$ cat config.mk
export PLATFORM = sky130hd
export DESIGN_NAME = spawn_path_mc_flat
export DESIGN_NICKNAME = d
export VERILOG_FILES = /design/src/rtl/spawn_path_mc_if.sv /design/src/rtl/spawn_path_mc.sv /design/src/flat_wrapper.sv
export SDC_FILE = /design/constraint.sdc
export NUM_CORES = 1
export LEC_CHECK = 0
export ABC_AREA = 1
export CORE_UTILIZATION = 35
export CTS_BUF_LIST = sky130_fd_sc_hd__clkbuf_2
export DETAILED_ROUTE_END_ITERATION = 6
export HOLD_SLACK_MARGIN = 0.06
export PLACE_DENSITY = 0.56
export SETUP_SLACK_MARGIN = 0.3
export SYNTH_ARGS = -nofsm -noshare
export SYNTH_HDL_FRONTEND = slang
export SYNTH_SLANG_ARGS = --single-unit
export TNS_END_PERCENT = 5
$ cat constraint.sdc
create_clock -name clk -period 7 [get_ports clk]
set_clock_uncertainty 0.1 [all_clocks]
set_input_delay 1.4 -clock clk [delete_from_list [all_inputs] [get_ports clk]]
set_output_delay 1.4 -clock clk [all_outputs]
set_load 0.01 [all_outputs]
$ cat src/rtl/spawn_path_mc_if.sv
// ----------------------------------------------------------------------------
// spawn_path_mc_if
// Shared spawn bus between the game controller (master) and the multi-channel
// sprite path generator (slave). One spawn request per cycle; it is taken on
// a cycle where spawn_valid and spawn_ready are both high.
//
// Signals
//   spawn_valid  master -> slave   request valid
//   spawn_ready  slave  -> master  request accepted this cycle when valid&ready
//   spawn_ch     master -> slave   target channel
//   src_h/src_v  master -> slave   signed start position
//   dst_h/dst_v  master -> slave   signed end position
// ----------------------------------------------------------------------------
interface spawn_path_mc_if #(
   parameter int HWIDTH = 11,
   parameter int VWIDTH = 10,
   parameter int NCHAN  = 4
);
   localparam int CHW = (NCHAN > 1) ? $clog2(NCHAN) : 1;

   logic                     spawn_valid;
   logic                     spawn_ready;
   logic [CHW-1:0]           spawn_ch;
   logic signed [HWIDTH-1:0] src_h;
   logic signed [VWIDTH-1:0] src_v;
   logic signed [HWIDTH-1:0] dst_h;
   logic signed [VWIDTH-1:0] dst_v;

   modport master (
      output spawn_valid, spawn_ch, src_h, src_v, dst_h, dst_v,
      input  spawn_ready
   );

   modport slave (
      input  spawn_valid, spawn_ch, src_h, src_v, dst_h, dst_v,
      output spawn_ready
   );
endinterface

$ cat src/rtl/spawn_path_mc.sv
// ----------------------------------------------------------------------------
// spawn_path_mc
// Moves up to NCHAN sprites, each from its own source to its own destination,
// in exactly STEPS frame ticks. The position after k ticks is
//    src + trunc0((dst - src) * k / STEPS)
// produced without a runtime divider: |delta| is split once at spawn time into
// quotient/remainder by the constant STEPS, and every tick adds both into a
// per-channel accumulator, carrying into the quotient when the remainder wraps.
//
// Ports
//   clk       in   system clock, all state on the rising edge
//   rst_n     in   asynchronous active-low reset
//   tick      in   one-cycle frame-advance pulse
//   spawn     if   spawn bus (slave side), see spawn_path_mc_if
//   abort     in   per-channel immediate return to idle
//   hoffset   out  channel i at [i*HWIDTH +: HWIDTH], signed
//   voffset   out  channel i at [i*VWIDTH +: VWIDTH], signed
//   active    out  channel moving or holding at its destination
//   done      out  one-cycle pulse when a channel lands on its destination
// ----------------------------------------------------------------------------
module spawn_path_mc #(
   parameter int HWIDTH      = 11,
   parameter int VWIDTH      = 10,
   parameter int NCHAN       = 4,
   parameter int STEPS       = 64,
   parameter int OFFSCREEN_H = 1000,
   parameter int OFFSCREEN_V = 1000,
   parameter int RETRIGGER   = 0
) (
   input  logic                     clk,
   input  logic                     rst_n,
   input  logic                     tick,
   spawn_path_mc_if.slave           spawn,
   input  logic [NCHAN-1:0]         abort,
   output logic [NCHAN*HWIDTH-1:0]  hoffset,
   output logic [NCHAN*VWIDTH-1:0]  voffset,
   output logic [NCHAN-1:0]         active,
   output logic [NCHAN-1:0]         done
);

   localparam int CHW = (NCHAN > 1) ? $clog2(NCHAN) : 1;
   localparam int KW  = $clog2(STEPS + 1);
   // Remainder accumulator must hold r + dr, which stays below 2*STEPS.
   localparam int RW  = $clog2(2 * STEPS + 1);

   localparam logic [HWIDTH-1:0] OFF_H   = HWIDTH'(OFFSCREEN_H);
   localparam logic [VWIDTH-1:0] OFF_V   = VWIDTH'(OFFSCREEN_V);
   localparam logic [RW-1:0]     STEPS_R = RW'(STEPS);
   localparam logic [31:0]       STEPS_W = 32'(STEPS);
   localparam logic [KW-1:0]     LAST_K  = KW'(STEPS - 1);

   typedef enum logic [1:0] {
      ST_IDLE,
      ST_MOVE,
      ST_HOLD
   } state_t;

   logic [NCHAN-1:0] ch_ready;
   logic [NCHAN-1:0] accept;

   // The spawn bus is shared, so the ready seen by the controller is the
   // readiness of whichever channel it is currently addressing. A channel
   // number that matches no channel stays refused.
   always_comb begin
      spawn.spawn_ready = 1'b0;
      for (int i = 0; i < NCHAN; i++) begin
         if (spawn.spawn_ch == CHW'(i)) spawn.spawn_ready = ch_ready[i];
      end
   end

   // Spawn-time split of the path into sign, |delta| / STEPS and
   // |delta| % STEPS. Only one spawn can be taken per cycle, so a single
   // copy serves every channel. delta needs one extra bit; |delta| never
   // exceeds 2^HWIDTH-1, so its low HWIDTH bits are enough.
   logic [HWIDTH:0]   delta_h;
   logic [VWIDTH:0]   delta_v;
   logic              neg_h, neg_v;
   logic [HWIDTH-1:0] abs_h, dq_h;
   logic [VWIDTH-1:0] abs_v, dq_v;
   logic [RW-1:0]     dr_h, dr_v;

   always_comb begin
      delta_h = {spawn.dst_h[HWIDTH-1], spawn.dst_h} - {spawn.src_h[HWIDTH-1], spawn.src_h};
      delta_v = {spawn.dst_v[VWIDTH-1], spawn.dst_v} - {spawn.src_v[VWIDTH-1], spawn.src_v};
      neg_h   = delta_h[HWIDTH];
      neg_v   = delta_v[VWIDTH];
      abs_h   = neg_h ? (~delta_h[HWIDTH-1:0]) + HWIDTH'(1) : delta_h[HWIDTH-1:0];
      abs_v   = neg_v ? (~delta_v[VWIDTH-1:0]) + VWIDTH'(1) : delta_v[VWIDTH-1:0];
      dq_h    = HWIDTH'(32'(abs_h) / STEPS_W);
      dr_h    = RW'(32'(abs_h) % STEPS_W);
      dq_v    = VWIDTH'(32'(abs_v) / STEPS_W);
      dr_v    = RW'(32'(abs_v) % STEPS_W);
   end

   for (genvar i = 0; i < NCHAN; i++) begin : g_ch
      state_t            state_q;
      logic [KW-1:0]     k_q;
      logic [HWIDTH-1:0] src_h_q, dq_h_q, q_h_q, off_h_q, q_h_n, pos_h_n;
      logic [VWIDTH-1:0] src_v_q, dq_v_q, q_v_q, off_v_q, q_v_n, pos_v_n;
      logic [RW-1:0]     dr_h_q, r_h_q, sum_h, r_h_n;
      logic [RW-1:0]     dr_v_q, r_v_q, sum_v, r_v_n;
      logic              neg_h_q, neg_v_q, active_q, done_q;

      // Abort on the addressed channel blocks the spawn, so abort always
      // outranks an accept on the same channel.
      assign ch_ready[i] = !abort[i] && ((RETRIGGER != 0) || (state_q == ST_IDLE));
      assign accept[i]   = spawn.spawn_valid && spawn.spawn_ready && (spawn.spawn_ch == CHW'(i));

      // Next accumulator value: q tracks floor(|delta|*(k+1)/STEPS) and r the
      // matching remainder. The position moves away from src in the sign of
      // delta, which gives truncation toward zero for negative paths.
      always_comb begin
         sum_h = r_h_q + dr_h_q;
         if (sum_h >= STEPS_R) begin
            r_h_n = sum_h - STEPS_R;
            q_h_n = q_h_q + dq_h_q + HWIDTH'(1);
         end else begin
            r_h_n = sum_h;
            q_h_n = q_h_q + dq_h_q;
         end
         pos_h_n = neg_h_q ? src_h_q - q_h_n : src_h_q + q_h_n;

         sum_v = r_v_q + dr_v_q;
         if (sum_v >= STEPS_R) begin
            r_v_n = sum_v - STEPS_R;
            q_v_n = q_v_q + dq_v_q + VWIDTH'(1);
         end else begin
            r_v_n = sum_v;
            q_v_n = q_v_q + dq_v_q;
         end
         pos_v_n = neg_v_q ? src_v_q - q_v_n : src_v_q + q_v_n;
      end

      // Channel FSM. Priority is abort, then accept, then tick, so a spawn
      // arriving with a tick starts at src and the tick is swallowed.
      always_ff @(posedge clk or negedge rst_n) begin
         if (!rst_n) begin
            state_q  <= ST_IDLE;
            k_q      <= '0;
            src_h_q  <= '0;
            src_v_q  <= '0;
            neg_h_q  <= 1'b0;
            neg_v_q  <= 1'b0;
            dq_h_q   <= '0;
            dq_v_q   <= '0;
            dr_h_q   <= '0;
            dr_v_q   <= '0;
            q_h_q    <= '0;
            q_v_q    <= '0;
            r_h_q    <= '0;
            r_v_q    <= '0;
            off_h_q  <= OFF_H;
            off_v_q  <= OFF_V;
            active_q <= 1'b0;
            done_q   <= 1'b0;
         end else begin
            done_q <= 1'b0;
            if (abort[i]) begin
               state_q  <= ST_IDLE;
               off_h_q  <= OFF_H;
               off_v_q  <= OFF_V;
               active_q <= 1'b0;
            end else if (accept[i]) begin
               state_q  <= ST_MOVE;
               k_q      <= '0;
               src_h_q  <= spawn.src_h;
               src_v_q  <= spawn.src_v;
               neg_h_q  <= neg_h;
               neg_v_q  <= neg_v;
               dq_h_q   <= dq_h;
               dq_v_q   <= dq_v;
               dr_h_q   <= dr_h;
               dr_v_q   <= dr_v;
               q_h_q    <= '0;
               q_v_q    <= '0;
               r_h_q    <= '0;
               r_v_q    <= '0;
               off_h_q  <= spawn.src_h;
               off_v_q  <= spawn.src_v;
               active_q <= 1'b1;
            end else if (tick) begin
               case (state_q)
                  ST_MOVE: begin
                     k_q     <= k_q + KW'(1);
                     q_h_q   <= q_h_n;
                     q_v_q   <= q_v_n;
                     r_h_q   <= r_h_n;
                     r_v_q   <= r_v_n;
                     off_h_q <= pos_h_n;
                     off_v_q <= pos_v_n;
                     // On the final step q equals |delta|, so the offset is dst.
                     if (k_q == LAST_K) begin
                        done_q  <= 1'b1;
                        state_q <= ST_HOLD;
                     end
                  end
                  ST_HOLD: begin
                     state_q  <= ST_IDLE;
                     off_h_q  <= OFF_H;
                     off_v_q  <= OFF_V;
                     active_q <= 1'b0;
                  end
                  default: begin
                  end
               endcase
            end
         end
      end

      assign hoffset[i*HWIDTH +: HWIDTH] = off_h_q;
      assign voffset[i*VWIDTH +: VWIDTH] = off_v_q;
      assign active[i]                   = active_q;
      assign done[i]                     = done_q;
   end

endmodule
$ cat src/flat_wrapper.sv
// flat-port wrapper written by rule: the top's interface ports become plain ports
module spawn_path_mc_flat 
#(
   parameter int HWIDTH      = 11,
   parameter int VWIDTH      = 10,
   parameter int NCHAN       = 4,
   parameter int STEPS       = 64,
   parameter int OFFSCREEN_H = 1000,
   parameter int OFFSCREEN_V = 1000,
   parameter int RETRIGGER   = 0
)
  (clk, rst_n, tick, abort, hoffset, voffset, active, done, spawn_spawn_valid, spawn_spawn_ch, spawn_src_h, spawn_src_v, spawn_dst_h, spawn_dst_v, spawn_spawn_ready);
  spawn_path_mc_if #(.HWIDTH(HWIDTH), .VWIDTH(VWIDTH), .NCHAN(NCHAN)) spawn_i ();
  input  logic clk;
  input  logic rst_n;
  input  logic tick;
  input  logic [NCHAN-1:0] abort;
  output logic [NCHAN*HWIDTH-1:0] hoffset;
  output logic [NCHAN*VWIDTH-1:0] voffset;
  output logic [NCHAN-1:0] active;
  output logic [NCHAN-1:0] done;
  input wire logic [$bits(spawn_i.spawn_valid)-1:0] spawn_spawn_valid;
  input wire logic [$bits(spawn_i.spawn_ch)-1:0] spawn_spawn_ch;
  input wire logic [$bits(spawn_i.src_h)-1:0] spawn_src_h;
  input wire logic [$bits(spawn_i.src_v)-1:0] spawn_src_v;
  input wire logic [$bits(spawn_i.dst_h)-1:0] spawn_dst_h;
  input wire logic [$bits(spawn_i.dst_v)-1:0] spawn_dst_v;
  output wire logic [$bits(spawn_i.spawn_ready)-1:0] spawn_spawn_ready;
  assign spawn_i.spawn_valid = spawn_spawn_valid;
  assign spawn_i.spawn_ch = spawn_spawn_ch;
  assign spawn_i.src_h = spawn_src_h;
  assign spawn_i.src_v = spawn_src_v;
  assign spawn_i.dst_h = spawn_dst_h;
  assign spawn_i.dst_v = spawn_dst_v;
  assign spawn_spawn_ready = spawn_i.spawn_ready;
  spawn_path_mc #(.HWIDTH(HWIDTH), .VWIDTH(VWIDTH), .NCHAN(NCHAN), .STEPS(STEPS), .OFFSCREEN_H(OFFSCREEN_H), .OFFSCREEN_V(OFFSCREEN_V), .RETRIGGER(RETRIGGER)) u_core (.clk(clk), .rst_n(rst_n), .tick(tick), .spawn(spawn_i), .abort(abort), .hoffset(hoffset), .voffset(voffset), .active(active), .done(done));
endmodule
* Word level (Yosys, flattened, before mapping)
Cells that the tools add are included.
** Word-level totals
- Flip-flop bits (word level) :: 452
- Input port bits :: 52
- Word-level logic and storage cells :: 397
** Operators by class
- Add/subtract/negate cells :: 56
- $lt $le $gt $ge :: 8
- Equality and inequality tests :: 19
- Multiplexer cells :: 178
- Bitwise operators :: 6
- Reductions and logical operators :: 58
** Operators by type and width (count)
- two-way mux 11 bit :: 33
- two-way mux 10 bit :: 33
- two-way mux 8 bit :: 32
- one-hot mux 11 bit (2 select lines) :: 4
- two-way mux 7 bit :: 12
- one-hot mux 10 bit (2 select lines) :: 4
- adder 8 x 6 -> 8 bit :: 8
- >= comparator 8 x 7 -> 1 bit (second input constant) :: 8
- subtractor 8 x 7 -> 8 bit (second input constant) :: 8
- adder 11 x 1 -> 11 bit (second input constant) :: 5
- adder 10 x 1 -> 10 bit (second input constant) :: 5
- adder 11 bit :: 4
- adder 11 x 5 -> 11 bit :: 4
- subtractor 11 bit :: 4
- adder 10 bit :: 4
- adder 10 x 4 -> 10 bit :: 4
- two-way mux 1 bit :: 40
- subtractor 10 bit :: 4
- two-way mux 2 bit :: 16
- adder 7 x 1 -> 7 bit (second input constant) :: 4
- equality test 7 x 6 -> 1 bit (second input constant) :: 4
- AND reduction 2 bit :: 12
- AND reduction 3 bit :: 8
- nonzero test 3 bit :: 8
- 14 further kinds :: 57

* Logic depth before layout (Yosys ltp)
Gate-level depths: netlist of the first run.
- Word-level depth :: 10
- Mapped depth :: 42

* Worst setup path before layout of the first run
OpenSTA, ideal clock, no wires.
- Kind :: reg-to-reg
- Start :: register u_core.g_ch[1].r_v_q[0]
- End :: register u_core.g_ch[1].off_v_q[9]
- Setup time :: 0.076 ns
- Arrival time :: 4.792 ns
- Data required time :: 6.824 ns
- Setup slack :: 2.032 ns
- Cell stages (with the launch flop) :: 35
- Buffers on the path :: 0
- Clock period less this slack :: 4.968 ns
- Cell sequence :: dfrtp_1 > ha_1 > inv_1 > fa_1 > nand3b_1 > nand2_1 > a21oi_1 > o21ai_0 > xor2_1 > inv_1 > ha_1 > nand4_1 > nor3_1 > nand2_1 > nand2_1 > o21ai_0 > ha_1 > nand3_1 > nor2_1 > nand2_1 > o21ai_0 > xor2_1 > inv_1 > ha_1 > nand2_1 > inv_1 > a221oi_1 > nand3_1 > nand2_1 > nand2_1 > xor3_1 > nand3_1 > nand3_1 > nand2_1 > nand2_1
** Between the ends
- Word-level cells in the longest chain between the ends :: 9
- Elaborated cells between the ends (all ways) :: 10
- Those cells by class :: add/sub: 3; order compare: 1; mux: 6
** Ends and longest elaborated chain
- start: declaration :: RTL line spawn_path_mc.sv:101 : logic [RW-1:0] dr_v_q, r_v_q, sum_v, r_v_n;
- start signal: assignment :: RTL line spawn_path_mc.sv:188 : r_v_q <= r_v_n;
- adder 8 x 6 -> 8 bit (*) :: RTL line spawn_path_mc.sv:123 : sum_v = r_v_q + dr_v_q;
- >= comparator 8 x 7 -> 1 bit (*) :: RTL line spawn_path_mc.sv:124 : if (sum_v >= STEPS_R) begin
- two-way mux 10 bit (*) :: RTL line spawn_path_mc.sv:124
- adder 10 bit / subtractor 10 bit (equally long branches) :: RTL line spawn_path_mc.sv:131 : pos_v_n = neg_v_q ? src_v_q - q_v_n : src_v_q + q_v_n;
- two-way mux 10 bit (*) :: RTL line spawn_path_mc.sv:131
- one-hot mux 10 bit (2 select lines) (*) :: RTL line spawn_path_mc.sv:182 : case (state_q)
- two-way mux 10 bit (*) :: RTL line spawn_path_mc.sv:181 : end else if (tick) begin
- two-way mux 10 bit (*) :: RTL line spawn_path_mc.sv:163 : end else if (accept[i]) begin
- two-way mux 10 bit (*) :: RTL line spawn_path_mc.sv:158 : if (abort[i]) begin
- end signal: assignment :: RTL line spawn_path_mc.sv:179 : off_v_q <= spawn.src_v;
- end signal: assignment :: RTL line spawn_path_mc.sv:190 : off_v_q <= pos_v_n;
- end: declaration :: RTL line spawn_path_mc.sv:99 : logic [VWIDTH-1:0] src_v_q, dq_v_q, q_v_q, off_v_q, q_v_n, pos_v_n;
Every way passes the cells marked *; elsewhere a longest branch is shown, timed or not. The select of a mux whose other input is x is not followed.
A chain may end at the register's enable or synchronous reset.

* Worst setup path in the final report of the first run
- Start :: register u_core.g_ch[1].dr_v_q[0]
- End :: register u_core.g_ch[1].off_v_q[9]
** Between the ends
- Word-level cells in the longest chain between the ends :: 9
- Elaborated cells between the ends (all ways) :: 10
- Those cells by class :: add/sub: 3; order compare: 1; mux: 6
** Ends and longest elaborated chain
- start: declaration :: RTL line spawn_path_mc.sv:101
- start signal: assignment :: RTL line spawn_path_mc.sv:173 : dr_v_q <= dr_v;
- adder 8 x 6 -> 8 bit (*) :: RTL line spawn_path_mc.sv:123
- >= comparator 8 x 7 -> 1 bit (*) :: RTL line spawn_path_mc.sv:124
- two-way mux 10 bit (*) :: RTL line spawn_path_mc.sv:124
- adder 10 bit / subtractor 10 bit (equally long branches) :: RTL line spawn_path_mc.sv:131
- two-way mux 10 bit (*) :: RTL line spawn_path_mc.sv:131
- one-hot mux 10 bit (2 select lines) (*) :: RTL line spawn_path_mc.sv:182
- two-way mux 10 bit (*) :: RTL line spawn_path_mc.sv:181
- two-way mux 10 bit (*) :: RTL line spawn_path_mc.sv:163
- two-way mux 10 bit (*) :: RTL line spawn_path_mc.sv:158
Marked as above.

==> out/metrics.csv, run 1 <==
stage,metric,value,unit
status,outcome,"finished, final reports clean",
routing,num_vias,27900,
critical_path,worst-setup-path-type,flop to flop,
global_route,grt_overflow,0,
critical_path,worstPathRequired,8.07,ns
finish,layout-drive-gt1-share,8.80,%
finish,multi_input_area,0.0172,sq mm
cts,cts_made_buffers,121,
cts,cts_max_level,3,
flow_run,maxCapViolations,0,
routing,drt_iter0_drc,2180,
critical_path,worst_path_max_delay_cell,fa_1,
placed_design,portBuffers,144,
critical_path,worst_setup_path_end_kind,flop,
min_path,worstHoldStart,u_core.g_ch[0].off_h_q[8]$_DFFE_PN1P_,
critical_path,worst_path_most_repeated_cell,nand2_1,
global_route,grt_max_degree,158,
critical_path,r2r-start,u_core.g_ch[1].dr_v_q[0]$_DFFE_PN0P_,
global_route,grt_usage,21.7,%
routing,drt_first_pass_iters,5,
yosys,async_flop_share,100,%
critical_path,r2r_end,u_core.g_ch[1].off_v_q[9]$_DFFE_PN1P_,
yosys,synthFlopType,dfrtp_1,
floorplanning,start_util,35.4,%
finish,area_delta_synth_final,12.6,%
placed_design,place_ws,1.07,ns
critical_path,reg2regPathDepth,36,
critical_path,start_kind,flop,
cts,clkTransAtPathRegs,0.11,ns
yosys,netlist_instances,4199,
placed_design,postPlaceCellArea,0.0340,sq mm
cts,clock-sinks,452,
floorplanning,core,0.0884,sq mm
placed_design,place.gp.congestion,0.880,
cts,cts_tree,built,
yosys,synth.yosys.seq_area_share,36.4,%
sta,fin_crit,5.86,ns
routing,wl_per_cell,17.3,um
finish,fill_cells,9319,
sta,slew_violations,0,
global_route,grt_pass1_vias,26500,
yosys,syn_area,0.0312,sq mm
routing,wl,98.1,mm
finish,final_area,0.0352,sq mm
floorplanning,die_area,0.0905,sq mm
routing,ant_nets,0,
critical_path,crit_fanout,14,
floorplanning,io_pins,145,
critical_path,startpoint,u_core.g_ch[1].dr_v_q[0]$_DFFE_PN0P_,
sta,period_share,83.7,%
placed_design,hpwl,72.4,mm
sta,fmax,171,MHz
global_route,antenna_found_initial,2,
yosys,ys_types,62,
cts,cts_setup_buffers,0,
sta,finalHoldViolCount,0,
finish,nNetsFinal,4685,
routing,vias_per_cell,4.92,
routing,drc_errors,0,
finish,seqCellArea,0.0114,sq mm
sta,worst_pin_slew,1.02,ns
cts,cts_root_buffer,clkbuf_2,
cts,cts.path.max_buffers,3,
yosys,synth_seq_cells,452,
sta,maxSlewHeadroom,31.8,%
min_path,hp-class,flop to flop,
yosys,syn_avg_cell_area,7.44,sq um
critical_path,slowest_delay,0.40,ns
sta,finalSetupTns,0,ns
sta,setup_viol,0,
floorplanning,die_h,301,um
sta,fin_ws,1.14,ns
yosys,synth_fp_nets,4488,
floorplanning,fp-row-count,109,
yosys,yosysWarnings,0,
critical_path,critPathArrivalTime,6.92,ns
critical_path,endpoint,u_core.g_ch[1].off_v_q[9]$_DFFE_PN1P_,
sta,rsz0062_at_grt,no,
cts,worst_skew_pair.late_latency,1.31,ns
sta,fin_hold_ws,0.374,ns
critical_path,r2r_slack,1.14,ns
floorplanning,die_x,301,um
global_route,grt_pass1_wl,152,mm
yosys,synth_enable_flop_cells,0,
==> cell type report <==
class,count,share of cell area [%]
Clock inverter,47,0.832
Inverter,564,6.03
Multi-Input combinational cell,3067,48.9
Tap cell,1165,4.14
Antenna cell,3,0.0213
Clock buffer,181,2.58
Sequential cell,452,32.3
Timing Repair Buffer,190,5.17
==> kinds of logic after synthesis <==
group	after synthesis	share of synthesized area, %
buffers and inverters	680	8.60
flip-flops	452	36.4
XOR/XNOR	226	6.38
adder cells (fa/ha/maj)	237	10.1
AND/OR/NAND/NOR	1841	24.7
AO/OA/AOI/OAI	763	13.8
==> routing by layer <==
metal  part of all wire, %  up-vias  track usage [%]
met4                   3.1        0             7.57
met1                    48    13100             30.7
met2                    44      592             33.7
li1                      -    14100                -
met5                     0        -                0
met3                   4.7      147             3.35
==> cells in the mapped netlist, types with 20 or more instances <==
| cell | number | area share (%) |
|---|---|---|
| a22o_1 | 20 | 0.56 |
| buf_2 | 22 | 0.35 |
| fa_1 | 26 | 1.7 |
| nand3_1 | 218 | 3.5 |
| nor3_1 | 45 | 0.72 |
| clkbuf_1 | 68 | 0.82 |
| o22ai_1 | 60 | 1.2 |
| inv_1 | 544 | 6.5 |
| o21ai_0 | 373 | 6.0 |
| nand3b_1 | 20 | 0.48 |
| a21oi_1 | 192 | 3.1 |
| nor2_1 | 228 | 2.7 |
| xnor2_1 | 52 | 1.5 |
| nand2_1 | 1210 | 15 |
| dfstp_2 | 48 | 4.0 |
| dfrtp_1 | 404 | 32 |
| o21ai_1 | 20 | 0.32 |
| xor2_1 | 173 | 4.8 |
| nand4_1 | 55 | 1.1 |
| ha_1 | 211 | 8.4 |
==> flip-flops by register name, summed over array words and instances, names as in the netlist <==
signal	cells
u_core.g_ch.k_q	28
u_core.g_ch.neg_v_q	4
u_core.g_ch.dr_h_q	24
u_core.g_ch.r_h_q	32
u_core.g_ch.off_h_q	44
u_core.g_ch.neg_h_q	4
u_core.g_ch.state_q	8
u_core.g_ch.q_h_q	44
u_core.g_ch.dq_h_q	20
u_core.g_ch.dq_v_q	16
u_core.g_ch.r_v_q	32
u_core.g_ch.active_q	4
u_core.g_ch.src_v_q	40
u_core.g_ch.q_v_q	40
u_core.g_ch.done_q	4
u_core.g_ch.dr_v_q	24
u_core.g_ch.off_v_q	40
u_core.g_ch.src_h_q	44
==> placed cells by master (no fill, tap or decap), types with 26 or more instances in the layout <==
| master | n |
|---|---|
| nor2_1 | 228 |
| dfstp_2 | 48 |
| xnor2_1 | 52 |
| o22ai_1 | 60 |
| inv_1 | 544 |
| dfrtp_1 | 404 |
| nand4_1 | 55 |
| nor3_1 | 45 |
| nand3_1 | 218 |
| clkdlybuf4s50_1 | 143 |
| o21ai_0 | 373 |
| nand2_1 | 1210 |
| clkbuf_2 | 181 |
| xor2_1 | 172 |
| ha_1 | 211 |
| a21oi_1 | 192 |
| buf_4 | 43 |
| clkinv_1 | 31 |
| fa_1 | 26 |
==> through the flow <==
stage                     std cells  util (%)
after global placement         5437      38.4
after floorplan                4199         -
after global routing           5669      39.8
after detailed placement       5437      38.4
final                          5669      39.8
after CTS                      5666      39.8
==> worst max-delay path: cells and delay by family (launching register included) <==
family                   cells  cell delay [ns]
AND/OR/NAND/NOR             19             1.87
adder cells (fa/ha/maj)      5             1.29
XOR/XNOR                     3             0.80
AO/OA/AOI/OAI                4             0.78
buffers and inverters        5             0.53
flip-flops                   1             0.37
==> worst min-delay path by stage <==
stage                     depth (start not counted)  slack, ns                                     to
after CTS                                         2       0.37  u_core.g_ch[0].off_h_q[8]$_DFFE_PN1P_
after global placement                            2       0.36  u_core.g_ch[0].off_h_q[5]$_DFFE_PN1P_
after global routing                              2       0.39  u_core.g_ch[0].off_v_q[5]$_DFFE_PN1P_
after detailed placement                          2       0.36  u_core.g_ch[0].off_h_q[8]$_DFFE_PN1P_
after floorplan                                   2       0.35  u_core.g_ch[0].src_h_q[2]$_DFFE_PN0P_
final                                             2       0.37  u_core.g_ch[0].off_h_q[8]$_DFFE_PN1P_
==> timing repair <==
action	in CTS	in global routing
endpoints found under the setup margin	0	0
endpoints found under the hold margin	58	0
hold buffers	1	0
gates resized for setup	0	0
Power of run 1 is not shown: default switching activity piles up to over one toggle a cycle in this logic, so the estimate is an artifact.
==> inputs of run 2 (changes only) <==
==> constraint.sdc (replaced) <==
create_clock -name clk -period 6 [get_ports clk]
set_clock_uncertainty 0.1 [all_clocks]
set_input_delay 1.2 -clock clk [delete_from_list [all_inputs] [get_ports clk]]
set_output_delay 1.2 -clock clk [all_outputs]
set_load 0.01 [all_outputs]
==> run 2 against run 1 <==
- final cell count up 0.64%
- sequential cell count did not move
- die area did not move
- worst hold slack worse by 0.11 ns
- maximum frequency up 9.9%
- first-iteration DRC count down 14%
- sequential share of layout area down 0.43 points
- count of clock-buffer cells in the layout grew 2
- core utilization increased by 0.54 points
- cell area increased by 1.4%
- register-to-register slack worse by 0.47 ns
- global-route usage grew 0.24 points
- largest cell class unchanged
- highest routed layer is now met5
==> out/metrics.csv, run 2 (synthesis results as in run 1) <==
stage,metric,value,unit
cts,cts_made_buffers,131,
sta,finalSetupTns,0,ns
sta,setup_viol,0,
critical_path,startpoint,u_core.g_ch[2].dr_h_q[0]$_DFFE_PN0P_,
status,outcome,"finished, final reports clean",
sta,finalHoldViolCount,0,
sta,rsz0062_at_grt,yes,
sta,maxSlewHeadroom,35.3,%
sta,period_share,88.8,%
placed_design,dp_cells,5457,
floorplanning,fp-row-count,109,
sta,slew_violations,0,
routing,ant_nets,0,
finish,mostFrequentLayoutCell,nand2_1,
critical_path,worstPathRequired,7.16,ns
placed_design,hpwl,72.5,mm
critical_path,worst_path_most_repeated_cell,nand3_1,
finish,area_delta_synth_final,14.1,%
sta,worst_pin_slew,0.970,ns
routing,drt_first_pass_iters,5,
sta,fin_crit,5.33,ns
finish,layout-drive-gt1-share,10.1,%
routing,num_vias,28200,
global_route,grt_max_degree,126,
finish,fill_cells,9266,
critical_path,critPathArrivalTime,6.49,ns
min_path,hp-class,primary input to async pin,
cts,cts.path.max_buffers,3,
critical_path,slowest_delay,0.38,ns
critical_path,worst_path_max_delay_cell,dfrtp_1,
routing,wl,99.2,mm
global_route,grt_overflow,0,
placed_design,portBuffers,144,
cts,cts_max_level,4,
cts,cts_root_buffer,clkbuf_2,
cts,worst_skew_pair.late_latency,1.35,ns
critical_path,worst_setup_path_end_kind,flop,
floorplanning,io_pins,145,
global_route,grt_pass1_vias,26900,
sta,fmax,188,MHz
routing,vias_per_cell,4.94,
routing,wl_per_cell,17.4,um
global_route,antenna_found_initial,3,
cts,clock-sinks,452,
floorplanning,start_util,35.4,%
routing,drc_errors,0,
floorplanning,die_area,0.0905,sq mm
critical_path,start_kind,flop,
finish,instances_no_fill,5705,
finish,nNetsFinal,4736,
floorplanning,core,0.0884,sq mm
critical_path,r2r-start,u_core.g_ch[2].dr_h_q[0]$_DFFE_PN0P_,
critical_path,reg2regPathDepth,36,
global_route,grt_pass1_wl,153,mm
finish,reg.largest.list,"u_core.g_ch.off_h_q: 44 flops, u_core.g_ch.q_h_q: 44 flops, u_core.g_ch.src_h_q: 44 flops",
flow_run,maxCapViolations,0,
sta,fin_hold_ws,0.266,ns
critical_path,crit_fanout,15,
finish,layout_common_cells,"1206 x nand2_1, 543 x inv_1, 404 x dfrtp_1, 350 x o21ai_0, 227 x nor2_1",
cts,clkTransAtPathRegs,0.12,ns
critical_path,worst-setup-path-type,flop to flop,
cts,cts_tree,built,
floorplanning,die_x,301,um
global_route,grt_usage,22.0,%
floorplanning,die_h,301,um
routing,drt_iter0_drc,1876,
placed_design,place.gp.congestion,0.875,
[run 2: changes by cell type in the layout (fill, tap and decap cells not counted), sizes merged]
cell / change
buf: +41
clkinv: -9
diode: -1
clkbuf: +2
bufinv: +1
inv: +2
[run 2: final cells by class]
| class | count | area, sq um | area share (%) |
|---|---|---|---|
| diodes | 2 | 5.00 | 0.0140 |
| clock buffers | 183 | 916 | 2.57 |
| clock inverters | 41 | 268 | 0.751 |
| inverters | 564 | 2130 | 5.96 |
| multi-input cells | 3067 | 17400 | 48.7 |
| flip-flops and latches | 452 | 11400 | 31.9 |
| well taps | 1165 | 1460 | 4.09 |
| repair buffers | 231 | 2150 | 6.04 |
[run 2: worst paths after layout]
kind | to | slack [ns]
max in group asynchronous | u_core.g_ch[3].src_v_q[8]$_DFFE_PN0P_ | 4.38
setup / recovery | u_core.g_ch[2].off_h_q[10]$_DFFE_PN0P_ | 0.67
min in group clk | u_core.g_ch[2].off_v_q[3]$_DFFE_PN1P_ | 0.37
hold / removal | u_core.g_ch[1].off_h_q[10]$_DFFE_PN0P_ | 0.27
setup reg to reg | u_core.g_ch[2].off_h_q[10]$_DFFE_PN0P_ | 0.67
hold reg to reg | u_core.g_ch[2].off_v_q[3]$_DFFE_PN1P_ | 0.37
[run 2: per-stage QoR]
stage / setup slack, ns / util [%] / area [sq um]
final: 0.671 / 40.3 / 35700
after detailed placement: 0.245 / 38.6 / 34100
after global placement: 0.372 / 38.6 / 34100
after global routing: 0.229 / 40.3 / 35700
after floorplan: 1.03 / - / 31200
after CTS: 0.296 / 40.0 / 35300
[run 2: per-layer routing]
metal	GRT usage, %	vias up	routed length [um]
met5	0	-	20
met4	9.57	2	3870
met3	4.38	183	5450
met2	33.5	605	43500
met1	30.1	13200	46400
li1	-	14200	-
[run 2: worst max-delay path: cells and delay by family, from the launching register on]
| family | cells | cell delay, ns |
|---|---|---|
| xor gates and xnor gates | 2 | 0.44 |
| AOI/OAI and AO/OA | 9 | 1.17 |
| buffers and inverters | 5 | 0.35 |
| DFF | 1 | 0.38 |
| adders and majority gates | 4 | 1.10 |
| and+or+nand+nor | 16 | 1.70 |
[run 2: timing repair]
| action | in CTS | in global routing |
|---|---|---|
| hold endpoints to repair | 59 | 0 |
| gates resized for setup | 1 | 55 |
| setup endpoints to repair | 2 | 24 |
| buffers inserted | 0 | 21 |
| hold buffers | 1 | 0 |
| pin swaps | 0 | 22 |
| gates cloned | 0 | 0 |
Power of run 2 is left out for the same reason.
